`src/rtl/alarm_pkg.sv`:
```
// Shared types, time constants and wrap-around snooze arithmetic for the
// multi-channel alarm engine.
package alarm_pkg;

  localparam int HOURS = 24;
  localparam int MINS  = 60;
  localparam int HW    = 5;
  localparam int MW    = 6;

  typedef enum logic [1:0] {IDLE, ARMED, RINGING, SNOOZED} state_e;
  typedef enum logic       {CMD_ACK, CMD_SNOOZE} cmd_e;

  typedef struct packed {
    logic [HW-1:0] h;
    logic [MW-1:0] m;
  } hm_t;

  typedef struct packed {
    logic we;
    hm_t  t;
    logic en;
  } cfg_t;

  // now + delta minutes, wrapping minute->hour and hour->day
  function automatic hm_t snooze_add(input logic [HW-1:0] h,
                                     input logic [MW-1:0] m,
                                     input int            delta);
    logic [6:0]    mm;
    logic [HW-1:0] hh;
    hm_t           r;
    mm = {1'b0, m} + 7'(delta);
    hh = h;
    if (mm >= 7'(MINS)) begin
      mm = mm - 7'(MINS);
      hh = hh + 5'd1;
    end
    if (hh == 5'(HOURS)) hh = '0;
    r.h = hh;
    r.m = mm[MW-1:0];
    return r;
  endfunction

endpackage

```
`src/rtl/alarm_chan.sv`:
```
// One alarm channel: target/snooze compare, ring FSM, ring timeout and
// snooze bookkeeping.
module alarm_chan
  import alarm_pkg::*;
#(
  parameter int SNOOZE_MIN = 5,
  parameter int RING_MIN   = 2,
  parameter int MAX_SNOOZE = 3
) (
  input  logic mclk,
  input  logic rst,
  input  cfg_t cfg,
  input  logic cmd_v,
  input  cmd_e cmd_op,
  input  hm_t  now,
  input  logic min_tick,
  output logic ringing,
  output logic ring_nxt,
  output logic timeout_p
);

  localparam int SCW = (MAX_SNOOZE > 0) ? $clog2(MAX_SNOOZE + 1) : 1;

  state_e         state, state_n;
  hm_t            tgt, tgt_n, snz, snz_n;
  logic           en, en_n;
  logic [SCW-1:0] scnt, scnt_n;
  logic [3:0]     rcnt, rcnt_n;
  logic           m, m_d, fire, tmo;
  hm_t            cmp;

  // RINGING/IDLE compare against the main target so a match held across
  // an ACK keeps m_d high and cannot re-fire in the same minute.
  always_comb begin
    cmp  = (state == SNOOZED) ? snz : tgt;
    m    = (now == cmp);
    fire = m && !m_d && (state == ARMED || state == SNOOZED);
    tmo  = (state == RINGING) && min_tick && (rcnt + 4'd1 == 4'(RING_MIN));
  end

  always_comb begin
    state_n = state;
    tgt_n   = tgt;
    snz_n   = snz;
    en_n    = en;
    scnt_n  = scnt;
    rcnt_n  = rcnt;
    if (cfg.we) begin
      tgt_n   = cfg.t;
      en_n    = cfg.en;
      scnt_n  = '0;
      state_n = cfg.en ? ARMED : IDLE;
    end else if (tmo) begin
      state_n = en ? ARMED : IDLE;
      scnt_n  = '0;
    end else if (state == RINGING) begin
      if (min_tick) rcnt_n = rcnt + 4'd1;
      if (cmd_v) begin
        if (cmd_op == CMD_SNOOZE && scnt < SCW'(MAX_SNOOZE)) begin
          state_n = SNOOZED;
          scnt_n  = scnt + SCW'(1);
          snz_n   = snooze_add(now.h, now.m, SNOOZE_MIN);
        end else begin
          state_n = ARMED;
          scnt_n  = '0;
        end
      end
    end else if (fire) begin
      state_n = RINGING;
      rcnt_n  = '0;
    end
  end

  assign ringing  = (state == RINGING);
  assign ring_nxt = (state_n == RINGING);

  always_ff @(posedge mclk) begin
    if (rst) begin
      state     <= IDLE;
      tgt       <= '0;
      snz       <= '0;
      en        <= 1'b0;
      scnt      <= '0;
      rcnt      <= '0;
      m_d       <= 1'b0;
      timeout_p <= 1'b0;
    end else begin
      state     <= state_n;
      tgt       <= tgt_n;
      snz       <= snz_n;
      en        <= en_n;
      scnt      <= scnt_n;
      rcnt      <= rcnt_n;
      m_d       <= m;
      timeout_p <= tmo && !cfg.we;
    end
  end

endmodule

```
`src/rtl/alarm_bank.sv`:
```
// N_CH-channel alarm engine top: config/command decode, per-channel
// instances, ring summary and lowest-index ringing channel encode.
module alarm_bank
  import alarm_pkg::*;
#(
  parameter int N_CH       = 4,
  parameter int SNOOZE_MIN = 5,
  parameter int RING_MIN   = 2,
  parameter int MAX_SNOOZE = 3,
  localparam int CHW       = (N_CH > 1) ? $clog2(N_CH) : 1
) (
  input  logic            mclk,
  input  logic            rst,
  input  logic [HW-1:0]   nowH,
  input  logic [MW-1:0]   nowM,
  input  logic            set_we,
  input  logic [CHW-1:0]  set_ch,
  input  logic [HW-1:0]   set_h,
  input  logic [MW-1:0]   set_m,
  input  logic            set_en,
  input  logic            cmd_valid,
  input  logic            cmd_op,
  input  logic [CHW-1:0]  cmd_ch,
  output logic [N_CH-1:0] ringing,
  output logic            any_ring,
  output logic [CHW-1:0]  ring_ch,
  output logic [N_CH-1:0] timeout_p,
  output logic            set_err
);

  hm_t            now_hm, set_hm;
  logic [MW-1:0]  nowM_q;
  logic           min_tick, set_ok;
  logic [N_CH-1:0] ring_nxt;
  logic [CHW-1:0] enc;

  assign now_hm   = '{h: nowH, m: nowM};
  assign set_hm   = '{h: set_h, m: set_m};
  assign min_tick = (nowM != nowM_q);
  assign set_ok   = (set_h <= 5'(HOURS - 1)) && (set_m <= 6'(MINS - 1)) &&
                    (32'(set_ch) < N_CH);

  for (genvar i = 0; i < N_CH; i++) begin : g_ch
    cfg_t cfg;
    logic cmd_v;
    assign cfg   = '{we: set_we && set_ok && (set_ch == CHW'(i)), t: set_hm, en: set_en};
    assign cmd_v = cmd_valid && (cmd_ch == CHW'(i));

    alarm_chan #(
      .SNOOZE_MIN (SNOOZE_MIN),
      .RING_MIN   (RING_MIN),
      .MAX_SNOOZE (MAX_SNOOZE)
    ) u_chan (
      .mclk      (mclk),
      .rst       (rst),
      .cfg       (cfg),
      .cmd_v     (cmd_v),
      .cmd_op    (cmd_e'(cmd_op)),
      .now       (now_hm),
      .min_tick  (min_tick),
      .ringing   (ringing[i]),
      .ring_nxt  (ring_nxt[i]),
      .timeout_p (timeout_p[i])
    );
  end

  assign any_ring = |ringing;

  // encode from next-state so ring_ch lines up with the registered ringing
  always_comb begin
    enc = '0;
    for (int i = N_CH - 1; i >= 0; i--)
      if (ring_nxt[i]) enc = CHW'(i);
  end

  always_ff @(posedge mclk) begin
    if (rst) begin
      nowM_q  <= '0;
      ring_ch <= '0;
      set_err <= 1'b0;
    end else begin
      nowM_q  <= nowM;
      ring_ch <= enc;
      set_err <= set_we && !set_ok;
    end
  end

endmodule

```
`config.mk`:
```
export PLATFORM = sky130hd
export DESIGN_NAME = alarm_bank
export DESIGN_NICKNAME = d
export VERILOG_FILES = /design/src/rtl/alarm_pkg.sv /design/src/rtl/alarm_chan.sv /design/src/rtl/alarm_bank.sv
export SDC_FILE = /design/constraint.sdc
export NUM_CORES = 1
export LEC_CHECK = 0
export CORE_MARGIN = 3
export CORE_UTILIZATION = 54
export DETAILED_ROUTE_END_ITERATION = 6
export GPL_TIMING_DRIVEN = 1
export HOLD_SLACK_MARGIN = 0.08
export PLACE_DENSITY = 0.85
export SLEW_MARGIN = 20
export SYNTH_ARGS = -nofsm -noshare
export SYNTH_HDL_FRONTEND = slang
export SYNTH_SLANG_ARGS = --single-unit
```
`constraint.sdc`:
```
create_clock -name mclk -period 2.7 [get_ports mclk]
set_input_delay 0.54 -clock mclk [delete_from_list [all_inputs] [get_ports mclk]]
set_output_delay 0.54 -clock mclk [all_outputs]
set_load 0.005 [all_outputs]
```
==> impl_metrics.toml, run 1 <==
[power_and_ir_drop]
internal_power_w = 0.00382
peakVddDrop_mv = 0.496
switching_share_pct = 24.7
power_frac_comb_pct = 12.2
power_frac_seq_pct = 42.0
p_switching_w = 0.00126
leakagePower_nw = 3.85
powerDensity_mw_per_mm2 = 533
power_frac_clock_pct = 45.8

[synth]
syn_area_per_cell_um2 = 8.26
synth_edf_count = 0
yosysSeqAreaShare_pct = 37.8
async_flop_share_pct = 0
syn_area_mm2 = 0.00747
synth_flop_cell = "dfxtp_1"
synth_cells = 905
ys_ff_latch = 141
synth_nets = 953
yosysWarnings = 0
yosysUniqueCellTypes = 77

[clock_tree]
clockBufferDepth = 2
tritoncts = "built"
clk_latency_ns = 0.44
htreeDepth = 4
cts_sinks = 141
cts_made_buffers = 17
clk_pin_slew_ns = 0.06
cts_hold_buf = 0
cts_root_buf = "clkbuf_16"

[finish]
final_area_mm2 = 0.00952
final_cell_mix = "dfxtp_1, buf_4, nor2_1"
antenna_cells = 0
seqCellArea_mm2 = 0.00282
drive_gt1_share_pct = 18.4
num-nets-final = 1080
multi_input_area_mm2 = 0.00434
final_common_cell = "dfxtp_1"
fillerInstances = 1009
syn_to_final_growth_pct = 27.4

[sta]
fin_ws_ns = -0.0751
drv_slew = 0
holdWs_ns = 0.456
hold_violations = 0
fin_crit_ns = 2.78
slew_headroom_pct = 53.8
setup_violations = 1
tightest_slew_ns = 0.693
setup_tns_ns = -0.0751
skew_ns = 0.00784
fmax_mhz = 360
fin_crit_sh_pct = 103

[min_path]
hp-class = "reg2reg"

[floorplan]
die_w_um = 124
coreArea_mm2 = 0.0134
die_h_um = 124
ioPinCount = 44
die_area_mm2 = 0.0153
row_count = 42
start_util_pct = 55.8

[worst_setup_path]
required_ns = 2.98
critPathLaunchType = "primary input"
crit_type = "in2reg"
arrival_ns = 3.06
cp_max_fo = 6
critPathCaptureType = "flop"

[global_routing]
overflow = 0
grt_busiest_layer = "met2"
met3_usage_pct = 6.18
antenna_found_initial = 0
grt_pass1_wl_mm = 36.3
grt_use_met2_pct = 49.3
grt_util_all_layers_pct = 31.2
grt_pass1_vias = 6963
grt_util_met1_pct = 40.6
grt_start_max_net_pins = 60

[drt]
dr_total_vias = 7571
drt-vias-per-instance = 6.21
wl_per_cell_um = 19.5
route.detailed.drc = 10
routed_wl_mm = 23.8
first_pass_iters = 7
final_antenna_net_count = 0
first_iter_violations = 1104

[run_status]
violations = "design-rule violations, negative setup slack"
status = "complete, but fails checks"

[flow_run]
maxCapViolCount = 0

[placement]
dpl-instance-area_mm2 = 0.00879
pre_cts_slack_ns = -0.495
place.port_buffers = 43
gp_congestion = 0.991
dpl.hpwl_mm = 17.4
==> logic make-up (layout without fill, tap and decap cells) <==
logic type / after synthesis / in the layout / synth area share (%)
and+or+nand+nor: 338 / 338 / 21.7
AOI/OAI and AO/OA: 218 / 218 / 20.2
DFF: 141 / 141 / 37.8
buffers and inverters: 96 / 234 / 5.57
muxes: 50 / 50 / 6.71
xor gates and xnor gates: 46 / 46 / 5.39
adders and majority gates: 16 / 16 / 2.68
==> synth_stat cells (all sizes together) (4+ instances only) <==
master / count / area (µm²)
a21oi: 57 / 285
nand4: 6 / 37.5
and4: 4 / 35.0
o21a: 4 / 30.0
or3: 14 / 92.6
o211ai: 6 / 45.0
a221oi: 5 / 43.8
nand2b: 18 / 113
clkbuf: 36 / 135
o41ai: 9 / 78.8
nand3: 29 / 145
o21ai: 34 / 170
and2: 4 / 25.0
or2: 5 / 31.3
a221o: 4 / 40.0
o2111ai: 7 / 61.3
a2111oi: 4 / 35.0
nor4: 8 / 50.1
mux2i: 49 / 490
ha: 16 / 200
nor2: 98 / 368
nand2: 96 / 360
a22oi: 4 / 35.0
nor3: 22 / 110
nor2b: 12 / 75.1
a31oi: 5 / 31.3
o221ai: 5 / 43.8
inv: 36 / 135
a211oi: 23 / 183
xor2: 20 / 175
xnor2: 26 / 228
a21boi: 4 / 30.0
dfxtp: 141 / 2820
o31ai: 9 / 67.6
buf: 24 / 146
o22ai: 7 / 43.8
==> final timing paths <==
kind / from / to / slack [ns] / depth (start not counted)
setup / recovery: nowH[0] / g_ch[2].u_chan.state[0] / -0.08 / 10
hold / removal: g_ch[0].u_chan.snz[2] / g_ch[0].u_chan.snz[2] / 0.46 / 2
setup reg to reg: g_ch[2].u_chan.state[0] / g_ch[2].u_chan.state[0] / -0.01 / 7
hold reg to reg: g_ch[0].u_chan.snz[2] / g_ch[0].u_chan.snz[2] / 0.46 / 2
==> timing repair <==
| action | CTS | global route |
|---|---|---|
| setup buffers | 0 | 4 |
| setup endpoints to repair | 3 | 38 |
| resized for setup | 2 | 27 |
| gates cloned | 0 | 0 |
| pin swaps | 0 | 3 |
==> flip-flops by register name, indices dropped and copies added (netlist names) <==
signal,flops
g_ch.u_chan.en,4
g_ch.u_chan.timeout_p,4
g_ch.u_chan.state,8
nowM_q,6
ring_ch,2
g_ch.u_chan.tgt,44
set_err,1
g_ch.u_chan.rcnt,16
g_ch.u_chan.snz,44
g_ch.u_chan.m_d,4
g_ch.u_chan.scnt,8
==> routing by layer <==
metal | up-vias | part of all wire [%] | wire length [µm]
li1 | 3493 | - | -
met1 | 3549 | 40 | 9570
met2 | 440 | 45 | 10700
met3 | 89 | 10 | 2430
met4 | 0 | 4.5 | 1060
met5 | - | 0 | 0
==> worst max-delay path, stage by stage <==
cell	delay, ns
clkdlybuf4s50_1	0.52
inv_1	0.12
buf_4	0.19
a221o_1	0.36
o41ai_2	0.06
o211ai_1	0.26
buf_4	0.21
buf_4	0.13
o41ai_1	0.52
a221oi_1	0.15
==> through the flow <==
step                      utilization [%]  instances  total power [W]
final                                71.1       1219          0.00508
after global routing                 71.1       1219          0.00520
after CTS                            70.0       1215          0.00504
after detailed placement             65.6       1185          0.00275
after global placement               65.6       1185          0.00274
after floorplan                         -        905          0.00246
==> power by group through the flow <==
stage / Combinational, W / Clock (W) / Sequential (W)
5_1_grt: 0.000649 / 0.00241 / 0.00214
2_1_floorplan: 0.000293 / 0 / 0.00217
4_1_cts: 0.000581 / 0.00232 / 0.00213
6_report: 0.000619 / 0.00233 / 0.00213
3_3_place_gp: 0.000568 / 0 / 0.00218
3_5_place_dp: 0.000576 / 0 / 0.00218
==> layout make-up <==
cell class              instances  share of cell area, %
multi-input cells             668                   45.6
flip-flops and latches        141                   29.6
clock inverters                 6                  0.893
repair buffers                168                   15.0
clock buffers                  24                   5.16
well taps                     176                   2.31
inverters                      36                   1.42
No activity file was read; power rests on OpenSTA's default activity.
==> run 2: changes to the inputs <==
--- a/config.mk
+++ b/config.mk
@@ -5,12 +5,14 @@
 export SDC_FILE = /design/constraint.sdc
 export NUM_CORES = 1
 export LEC_CHECK = 0
+export CORE_ASPECT_RATIO = 1.75
 export CORE_MARGIN = 3
-export CORE_UTILIZATION = 54
+export CORE_UTILIZATION = 58
 export DETAILED_ROUTE_END_ITERATION = 6
+export GPL_ROUTABILITY_DRIVEN = 0
 export GPL_TIMING_DRIVEN = 1
 export HOLD_SLACK_MARGIN = 0.08
-export PLACE_DENSITY = 0.85
+export PLACE_DENSITY = 0.87
 export SLEW_MARGIN = 20
 export SYNTH_ARGS = -nofsm -noshare
 export SYNTH_HDL_FRONTEND = slang
==> constraint.sdc (replaced) <==
create_clock -name mclk -period 3.1 [get_ports mclk]
set_input_delay 0.62 -clock mclk [delete_from_list [all_inputs] [get_ports mclk]]
set_output_delay 0.62 -clock mclk [all_outputs]
set_load 0.005 [all_outputs]
==> run 2 against run 1 <==
Compared with the run above:
- the flow now finishes without violations
- combinational power down 13%
- first-iteration DRC count fell by 21%
- clock-buffer cell count shrank 7
- wire length increased by 3.3%
- sequential cell count unchanged
- critical endpoint is now ring_ch[1]
==> impl_metrics.toml, run 2 (synthesized netlist as in run 1, its figures left out) <==
[floorplan]
die_w_um = 91.8
start_util_pct = 59.5
die_area_mm2 = 0.0143
ioPinCount = 44
coreArea_mm2 = 0.0126
row_count = 54
die_h_um = 156

[global_routing]
grt_pass1_wl_mm = 38.3
overflow = 0
grt_pass1_vias = 7527
grt_util_all_layers_pct = 34.5
grt_start_max_net_pins = 122
antenna_found_initial = 0

[sta]
fin_crit_sh_pct = 93.3
fin_crit_ns = 2.89
setup_tns_ns = 0
drv_slew = 0
slew_headroom_pct = 60.4
hold_violations = 0
rsz0062_at_grt = "no"
skew_ns = 0.00729
setup_violations = 0
fmax_mhz = 346
tightest_slew_ns = 0.595
holdWs_ns = 0.461
fin_ws_ns = 0.208

[clock_tree]
cts_root_buf = "clkbuf_16"
tritoncts = "built"
cts-resized-gates = 0
clk_latency_ns = 0.42
cts_made_buffers = 17
clockBufferDepth = 2
post_cts_buffers = 0
clk_pin_slew_ns = 0.06
cts_hold_buf = 0
htreeDepth = 4
cts_sinks = 141

[finish]
drive_gt1_share_pct = 15.8
antenna_cells = 0
num-nets-final = 1065
final_common_cell = "dfxtp_1"
top_regs = "g_ch.u_chan.snz (44), g_ch.u_chan.tgt (44), g_ch.u_chan.rcnt (16)"
fin_util_pct = 73.9
final_area_mm2 = 0.00929
syn_to_final_growth_pct = 24.3
final_cell_mix = "dfxtp_1, buf_4, nor2_1"

[worst_setup_path]
cp_max_fo = 8
r2r-end = "ring_ch[1]"
worstRegToRegCells = 7
crit_type = "reg2reg"
arrival_ns = 3.17
rr_startpoint = "g_ch[1].u_chan.state[0]"
critPathLaunchType = "flop"
regToRegSetupSlack_ns = 0.21
required_ns = 3.38
critPathCaptureType = "flop"
path_cells = "and2_1 > mux2i_1 > xnor2_1 > or3_4 > or4b_4 > a211oi_1 > a221oi_1"
slowest_delay_ns = 0.56
cp_slowest_cell = "or4b_4"

[drt]
first_pass_iters = 6
wirelength_met1_mm = 8.30
top_layer = "met4"
first_iter_violations = 876
met2_length_mm = 11.8
routed_wl_mm = 24.6
wl_met3_mm = 2.00
wl_per_cell_um = 20.5
final_antenna_net_count = 0
route.detailed.drc = 0
dr_total_vias = 7648
drt-vias-per-instance = 6.38

[power_and_ir_drop]
leakagePower_nw = 3.70
peakVddDrop_mv = 0.430
powerDensity_mw_per_mm2 = 478

[placement]
dpl.hpwl_mm = 17.3
dpl-instance-area_mm2 = 0.00870
place.port_buffers = 43
pre_cts_slack_ns = -0.201

[min_path]
worstHoldStart = "g_ch[0].u_chan.en"
hp-class = "reg2reg"
min_delay_path_depth = 2
hold_path_end = "g_ch[0].u_chan.en"

[run_status]
status = "finished, final reports clean"

[flow_run]
maxCapViolCount = 0
-- run 2: layer usage --
metal,global-route usage [%],vias to the layer above
li1,-,3473
met1,36.3,3507
met2,58.0,495
met3,6.76,173
met4,30.0,0
met5,0,-
-- run 2: stage by stage --
step,total power [W],instances
global route,0.00457,1198
global placement,0.00240,1166
finish,0.00444,1198
detailed placement,0.00241,1166
CTS,0.00443,1198
floorplan,0.00214,905
-- run 2: how the worst max path moves through the flow --
stage / startpoint / to / slack, ns / depth (start not counted)
2_1_floorplan: nowM[2] / g_ch[2].u_chan.snz[9] / 0.25 / 11
3_3_place_gp: nowH[4] / ring_ch[0] / -0.03 / 8
3_5_place_dp: nowM[0] / g_ch[1].u_chan.snz[9] / -0.20 / 11
4_1_cts: nowM[0] / g_ch[1].u_chan.snz[9] / 0.26 / 11
5_1_grt: nowM[0] / g_ch[2].u_chan.snz[9] / 0.05 / 11
6_report: g_ch[1].u_chan.state[0] / ring_ch[1] / 0.21 / 7
-- run 2: power breakdown --
group | leakage [nW] | total, W | switching, W | internal, W
clock | 0.274 | 0.00205 | 0.000850 | 0.00119
combinational | 2.29 | 0.000540 | 0.000307 | 0.000232
sequential | 1.14 | 0.00186 | 0.0000216 | 0.00184
total | 3.70 | 0.00444 | 0.00118 | 0.00326
-- run 2: layout make-up --
type	instances	area (µm²)
fill	920	3280
inverter	36	135
sequential	141	2820
clock inverter	15	163
tap	168	210
clock buffer	17	425
timing repair buffer	153	1290
multi-input combinational	668	4240
-- run 2: worst max-delay path, delay by kind of cell (launching register included) --
kind | cells | cell delay, ns
simple gates | 3 | 1.39
compound gates | 2 | 0.46
flops | 1 | 0.43
mux | 1 | 0.30
xor+xnor | 1 | 0.17
==> run 3: changes to the inputs <==
--- a/config.mk
+++ b/config.mk
@@ -11,7 +11,7 @@
 export DETAILED_ROUTE_END_ITERATION = 6
 export GPL_ROUTABILITY_DRIVEN = 0
 export GPL_TIMING_DRIVEN = 1
-export HOLD_SLACK_MARGIN = 0.08
+export HOLD_SLACK_MARGIN = 0.15
 export PLACE_DENSITY = 0.87
 export SLEW_MARGIN = 20
 export SYNTH_ARGS = -nofsm -noshare
==> results of run 3 <==
Final layout, timing and power as in run 2 (identical DEF).
